$ cat config.mk
export PLATFORM = sky130hd
export DESIGN_NAME = samp_push_arbiter_flat
export DESIGN_NICKNAME = d
export VERILOG_FILES = /design/src/rtl/samp_push_arbiter_if.sv /design/src/rtl/samp_push_arbiter.sv /design/src/flat_wrapper.sv
export SDC_FILE = /design/constraint.sdc
export NUM_CORES = 1
export LEC_CHECK = 0
export CORE_UTILIZATION = 30
export CTS_CLUSTER_SIZE = 20
export DETAILED_ROUTE_END_ITERATION = 8
export PLACE_DENSITY = 0.81
export SETUP_SLACK_MARGIN = 0.4
export SYNTH_ARGS = -nofsm -noshare
export SYNTH_HDL_FRONTEND = slang
export SYNTH_SLANG_ARGS = --single-unit
$ cat constraint.sdc
create_clock -name Clk -period 2.7 [get_ports Clk]
set_input_delay 0.54 -clock Clk [delete_from_list [all_inputs] [get_ports Clk]]
set_output_delay 0.54 -clock Clk [all_outputs]
set_load 0.005 [all_outputs]
$ cat src/rtl/samp_push_arbiter_if.sv
// Push-side bundle between two sample producers, the arbiter and the I/Q FIFO.
// The arbiter takes the slave view; the producer/FIFO environment takes the master view.
interface samp_push_arbiter_if #(
  parameter int SAMP_W = 24
);
  logic              ReqA_Valid;
  logic [SAMP_W-1:0] ReqA_I;
  logic [SAMP_W-1:0] ReqA_Q;
  logic              ReqA_Ready;
  logic              ReqB_Valid;
  logic [SAMP_W-1:0] ReqB_I;
  logic [SAMP_W-1:0] ReqB_Q;
  logic              ReqB_Ready;
  logic              fifo_full;
  logic              PushIn;
  logic [SAMP_W-1:0] SampI;
  logic [SAMP_W-1:0] SampQ;
  logic              GrantSrc;

  modport master (
    output ReqA_Valid, ReqA_I, ReqA_Q,
    output ReqB_Valid, ReqB_I, ReqB_Q,
    output fifo_full,
    input  ReqA_Ready, ReqB_Ready,
    input  PushIn, SampI, SampQ, GrantSrc
  );

  modport slave (
    input  ReqA_Valid, ReqA_I, ReqA_Q,
    input  ReqB_Valid, ReqB_I, ReqB_Q,
    input  fifo_full,
    output ReqA_Ready, ReqB_Ready,
    output PushIn, SampI, SampQ, GrantSrc
  );
endinterface

$ cat src/rtl/samp_push_arbiter.sv
// Two-source sticky round-robin arbiter in front of the I/Q FIFO push port, with a
// burst limit that forces a hand-over only when the other source is waiting.
module samp_push_arbiter #(
  parameter int SAMP_W    = 24,
  parameter int BURST_MAX = 4
) (
  input  logic                 Clk,
  input  logic                 Reset,
  samp_push_arbiter_if.slave   bus,
  output logic [15:0]          StallCnt
);

  localparam logic [1:0] IDLE  = 2'd0;
  localparam logic [1:0] OWN_A = 2'd1;
  localparam logic [1:0] OWN_B = 2'd2;

  localparam logic [3:0] BURST_LIM = 4'(BURST_MAX);

  // Saturating burst update; a change of owner restarts the burst at one.
  function automatic logic [3:0] burst_next(input logic [3:0] cnt, input logic same_src);
    logic [3:0] res;
    if (!same_src) begin
      res = 4'd1;
    end else if (cnt >= BURST_LIM) begin
      res = BURST_LIM;
    end else begin
      res = cnt + 4'd1;
    end
    return res;
  endfunction

  function automatic logic [15:0] sat_inc16(input logic [15:0] val);
    logic [15:0] res;
    if (val == 16'hFFFF) begin
      res = val;
    end else begin
      res = val + 16'd1;
    end
    return res;
  endfunction

  logic [1:0]  own_r;
  logic [1:0]  own_nxt_s;
  logic [3:0]  bcnt_r;
  logic [3:0]  bcnt_nxt_s;
  logic [15:0] stall_cnt_r;
  logic        gnt_a_s;
  logic        gnt_b_s;
  logic        xfer_s;
  logic        same_src_s;
  logic        stall_ev_s;

  // Grant selection from current ownership, burst count and the two valids.
  always_comb begin
    gnt_a_s = 1'b0;
    gnt_b_s = 1'b0;
    case (own_r)
      OWN_A: begin
        if (bus.ReqA_Valid && ((bcnt_r < BURST_LIM) || !bus.ReqB_Valid)) begin
          gnt_a_s = 1'b1;
        end else if (bus.ReqB_Valid) begin
          gnt_b_s = 1'b1;
        end else begin
          gnt_a_s = 1'b0;
          gnt_b_s = 1'b0;
        end
      end
      OWN_B: begin
        if (bus.ReqB_Valid && ((bcnt_r < BURST_LIM) || !bus.ReqA_Valid)) begin
          gnt_b_s = 1'b1;
        end else if (bus.ReqA_Valid) begin
          gnt_a_s = 1'b1;
        end else begin
          gnt_a_s = 1'b0;
          gnt_b_s = 1'b0;
        end
      end
      default: begin
        if (bus.ReqA_Valid) begin
          gnt_a_s = 1'b1;
        end else if (bus.ReqB_Valid) begin
          gnt_b_s = 1'b1;
        end else begin
          gnt_a_s = 1'b0;
          gnt_b_s = 1'b0;
        end
      end
    endcase
  end

  assign xfer_s     = (gnt_a_s | gnt_b_s) & ~bus.fifo_full;
  assign same_src_s = (gnt_a_s && (own_r == OWN_A)) || (gnt_b_s && (own_r == OWN_B));
  assign stall_ev_s = (bus.ReqA_Valid | bus.ReqB_Valid) & bus.fifo_full;

  assign bus.ReqA_Ready = gnt_a_s & ~bus.fifo_full;
  assign bus.ReqB_Ready = gnt_b_s & ~bus.fifo_full;
  assign bus.PushIn     = xfer_s;
  assign bus.GrantSrc   = gnt_b_s & ~bus.fifo_full;
  assign StallCnt       = stall_cnt_r;

  // Write-data mux: shows the granted source even while blocked, zero with no grant.
  always_comb begin
    bus.SampI = '0;
    bus.SampQ = '0;
    if (gnt_a_s) begin
      bus.SampI = bus.ReqA_I;
      bus.SampQ = bus.ReqA_Q;
    end else if (gnt_b_s) begin
      bus.SampI = bus.ReqB_I;
      bus.SampQ = bus.ReqB_Q;
    end else begin
      bus.SampI = '0;
      bus.SampQ = '0;
    end
  end

  // Ownership and burst update; a full FIFO with a pending request freezes both.
  always_comb begin
    own_nxt_s  = own_r;
    bcnt_nxt_s = bcnt_r;
    if (xfer_s) begin
      own_nxt_s  = gnt_b_s ? OWN_B : OWN_A;
      bcnt_nxt_s = burst_next(bcnt_r, same_src_s);
    end else if (!bus.ReqA_Valid && !bus.ReqB_Valid) begin
      own_nxt_s  = IDLE;
      bcnt_nxt_s = 4'd0;
    end else begin
      own_nxt_s  = own_r;
      bcnt_nxt_s = bcnt_r;
    end
  end

  // State registers and debug stall counter.
  always_ff @(posedge Clk or posedge Reset) begin
    if (Reset) begin
      own_r       <= IDLE;
      bcnt_r      <= 4'd0;
      stall_cnt_r <= 16'd0;
    end else begin
      own_r  <= own_nxt_s;
      bcnt_r <= bcnt_nxt_s;
      if (stall_ev_s) begin
        stall_cnt_r <= sat_inc16(stall_cnt_r);
      end else begin
        stall_cnt_r <= stall_cnt_r;
      end
    end
  end

endmodule

$ cat src/flat_wrapper.sv
// flat-port wrapper written by rule: the top's interface ports become plain ports
module samp_push_arbiter_flat 
#(
  parameter int SAMP_W    = 24,
  parameter int BURST_MAX = 4
)
  (Clk, Reset, StallCnt, bus_ReqA_Valid, bus_ReqA_I, bus_ReqA_Q, bus_ReqB_Valid, bus_ReqB_I, bus_ReqB_Q, bus_fifo_full, bus_ReqA_Ready, bus_ReqB_Ready, bus_PushIn, bus_SampI, bus_SampQ, bus_GrantSrc);
  samp_push_arbiter_if #(.SAMP_W(SAMP_W)) bus_i ();
  input  logic Clk;
  input  logic Reset;
  output logic [15:0] StallCnt;
  input wire logic [$bits(bus_i.ReqA_Valid)-1:0] bus_ReqA_Valid;
  input wire logic [$bits(bus_i.ReqA_I)-1:0] bus_ReqA_I;
  input wire logic [$bits(bus_i.ReqA_Q)-1:0] bus_ReqA_Q;
  input wire logic [$bits(bus_i.ReqB_Valid)-1:0] bus_ReqB_Valid;
  input wire logic [$bits(bus_i.ReqB_I)-1:0] bus_ReqB_I;
  input wire logic [$bits(bus_i.ReqB_Q)-1:0] bus_ReqB_Q;
  input wire logic [$bits(bus_i.fifo_full)-1:0] bus_fifo_full;
  output wire logic [$bits(bus_i.ReqA_Ready)-1:0] bus_ReqA_Ready;
  output wire logic [$bits(bus_i.ReqB_Ready)-1:0] bus_ReqB_Ready;
  output wire logic [$bits(bus_i.PushIn)-1:0] bus_PushIn;
  output wire logic [$bits(bus_i.SampI)-1:0] bus_SampI;
  output wire logic [$bits(bus_i.SampQ)-1:0] bus_SampQ;
  output wire logic [$bits(bus_i.GrantSrc)-1:0] bus_GrantSrc;
  assign bus_i.ReqA_Valid = bus_ReqA_Valid;
  assign bus_i.ReqA_I = bus_ReqA_I;
  assign bus_i.ReqA_Q = bus_ReqA_Q;
  assign bus_i.ReqB_Valid = bus_ReqB_Valid;
  assign bus_i.ReqB_I = bus_ReqB_I;
  assign bus_i.ReqB_Q = bus_ReqB_Q;
  assign bus_i.fifo_full = bus_fifo_full;
  assign bus_ReqA_Ready = bus_i.ReqA_Ready;
  assign bus_ReqB_Ready = bus_i.ReqB_Ready;
  assign bus_PushIn = bus_i.PushIn;
  assign bus_SampI = bus_i.SampI;
  assign bus_SampQ = bus_i.SampQ;
  assign bus_GrantSrc = bus_i.GrantSrc;
  samp_push_arbiter #(.SAMP_W(SAMP_W), .BURST_MAX(BURST_MAX)) u_core (.Clk(Clk), .Reset(Reset), .bus(bus_i), .StallCnt(StallCnt));
endmodule
==> summary.txt <==
Status
  • Status: complete, but fails checks
  • Failing checks: setup timing

Floorplanning
  • Initial Util: 31.3%
  • FP Rows: 27
  • DIE HEIGHT: 78.1 µm
  • Core area: approximately 5500 µm²
  • I/O pin total: 169
  • DIE AREA: 6100 µm²
  • Die Width: 78.1 µm

Place
  • Dpl hpwl: 5.77 mm
  • Routability cong.: 0.830
  • Port Buffer Count: 168
  • Dpl ws: -365 ps

Timing
  • Setup TNS: -5320 ps
  • Final hold vios: 0
  • Final max-slew violation count: 0
  • Setup Skew: 8.02 ps
  • Fmax: 349 MHz
  • Final Cycle Share: 106%
  • Rel. slew slack: 40.9%
  • Final Critical Period: between 2000 and 3000 ps
  • Worst-margin pin slew: about 890 ps
  • RSZ-0062 raised after global routing: yes
  • Setup-failing EPs final: 48
  • Fin worst setup slack: -168 ps

Final layout
  • Nets: 478
  • Fin util: about 65%
  • Diodes inserted: 0
  • Seq. cell area: between 500 and 600 µm²
  • Share of layout cells above drive strength 1: 24.7%
  • Area Growth Syn to Fin: 108%
  • Fill count: about 470
  • Area taken by multi-input logic gates: around 1100 µm²

Clocking
  • Clock Tree Root: clkbuf_8
  • Worst-skew pair later-pin latency: 270 ps
  • TritonCTS clock tree: yes
  • Clock buffer depth: 2
  • # hold bufs at CTS: 0
  • Clock transition at path regs: 90 ps
  • H-tree Lvls: 1
  • Cts bufs inserted: 3
  • Clk sinks: 22

Global routing
  • Initial antenna violation count: 0
  • Vias in the first global route: about 2,400
  • Largest net degree at the start of global routing: 35
  • Gr ovfl total: 0
  • All-Layer GR Usage: 24.6%
  • First-pass GRT wire length: 11.8 mm

Worst setup path
  • Startpoint types: flip-flop
  • Critical path peak fanout: 6
  • Worst Path Required: 2160 ps
  • Reg2reg setup slack: 760 ps
  • Critical path arrival: about 2300 ps
  • Setup crit end kind: primary output
  • Critical path type: reg2out

Route
  • DR WL/cell: 17.8 µm
  • DRC viols: 0
  • Routed vias: 2,301
  • Vias per cell: a little over 5
  • Iteration-0 DRC Markers: 105
  • Final Routed Wirelength: 7.89 mm
  • First-pass iteration count of the detailed router: 4
  • Final ANT Viol Nets: 0

Synthesis
  • Mean Syn Cell Area: 9.19 µm²
  • Sequential element share of the synthesized area: about a third
  • Asr flop ratio synth: 100%
  • Mapped Cells: 189
  • Synth unique cells: 41
  • Post-synth EDFFs: 0
  • Synthesized cell area: roughly 1700 µm²
  • Top_reg_cell synth: dfrtp_1
  • Multiplexer share of the synthesized area: under 10%
  • Adder-Cell Fraction of Synth Area: 2.88%
  • Synth Area in XOR/XNOR: 5.55%
  • Complex-gate fraction of the synthesized area: about a third
  • Synthesized Nets: about 290
  • #FFs+latches synth: 22
  • Post-synthesis simple-gate area fraction: 16.9%
  • Largest family of logic cells by synthesized area: compound AO/OA/AOI/OAI gates
  • Warnings from Yosys: 0

Pwr
  • Leak Pwr: roughly 0.0017 µW
  • VDD IR max: 0.358 mV
  • Power Density: between 400 and 500 nW/µm²

Hold path
  • HP Class: reg2reg

Job
  • Maxcap violations: 0
## placed cells by master, fill, tap and decap left out, types with 5 or more instances in the layout
cell type	netlist	layout
a21oi_1	7	6
a22o_1	48	48
clkbuf_2	0	25
xor2_1	6	6
clkdlybuf4s50_1	0	117
nand4_1	7	7
nand2_1	5	5
nor2_1	11	11
dfrtp_1	22	22
nand3_1	8	8
xnor2_1	5	5
inv_1	7	6
buf_4	1	14
buf_2	6	24
## cell families after synthesis
logic type      count (synthesis)
fa+ha+maj                       4
compound gates                 75
mux                             3
simple gates                   53
buf+inv                        21
flops                          22
xor+xnor                       11
## worst max-delay path, cell delays in order (launching register included)
cell and delay (ps):
dfrtp_1 380, inv_1 60, ha_2 170, nor3b_4 150, or3b_4 400, a31o_4 300
buf_6 150, buf_16 130, a22o_1 190, buf_2 130
## area by class of cell
cell class / count / share of cell area [%]
multi-input combinational: 146 / 30.6
sequential: 22 / 15.2
timing repair buffer: 193 / 49.4
inverter: 7 / 0.727
clock buffer: 4 / 1.52
tap: 72 / 2.49
## final timing paths
path / end / cells after the start / from
setup reg to reg: u_core.StallCnt[1]$_DFFE_PP0P_ / 5 / u_core.StallCnt[0]$_DFFE_PP0P_
setup / recovery: bus_SampQ[6] / 9 / u_core.own_r[1]$_DFFE_PP0P_
hold reg to reg: u_core.own_r[1]$_DFFE_PP0P_ / 1 / u_core.own_r[1]$_DFFE_PP0P_
min in group asynchronous: u_core.StallCnt[8]$_DFFE_PP0P_ / 2 / Reset
hold / removal: u_core.own_r[1]$_DFFE_PP0P_ / 1 / u_core.own_r[1]$_DFFE_PP0P_
max in group asynchronous: u_core.bcnt_r[2]$_DFFE_PP0P_ / 2 / Reset
## Yosys cell counts (5+ instances only)
cell | number | area (µm²)
a21oi_1 | 7 | 35.0
a22o_1 | 48 | 420
buf_2 | 6 | 30.0
dfrtp_1 | 22 | 551
inv_1 | 7 | 26.3
nand2_1 | 5 | 18.8
nand3_1 | 8 | 40.0
nand4_1 | 7 | 43.8
nor2_1 | 11 | 41.3
o21ai_0 | 5 | 25.0
xnor2_1 | 5 | 43.8
xor2_1 | 6 | 52.6
## state kept, by name, summed over array words and instances, names as in the netlist
register,cells
u_core.StallCnt,16
u_core.bcnt_r,4
u_core.own_r,2
## power breakdown
group	switching, µW	internal (µW)	total [µW]
sequential	86.1	389	475
combinational	406	641	1050
clock	115	130	245
## timing repair
item,CTS,global route
pin swaps,2,7
cloned,4,2
endpoints found under the setup margin,52,52
buffers inserted,2,2
gates resized for setup,136,51
## layer usage
metal	vias to the layer above	wire length (µm)	GRT usage, %
li1	1109	-	-
met1	1082	3220	30.1
met2	104	4100	44.9
met3	6	485	4.42
met4	0	83	4.81
met5	-	0	0
## per-stage QoR
step / area [µm²] / instances / hold slack, ps / power, µW
final: 3610 / 444 / 530 / 1770
after CTS: 3660 / 440 / 529 / 1740
after global routing: 3610 / 444 / 564 / 1870
after detailed placement: 3560 / 430 / 510 / 1470
after global placement: 3560 / 430 / 500 / 1450
after floorplan: 1740 / 189 / 480 / 857
Note: power is estimated with default switching activity, not from simulation.
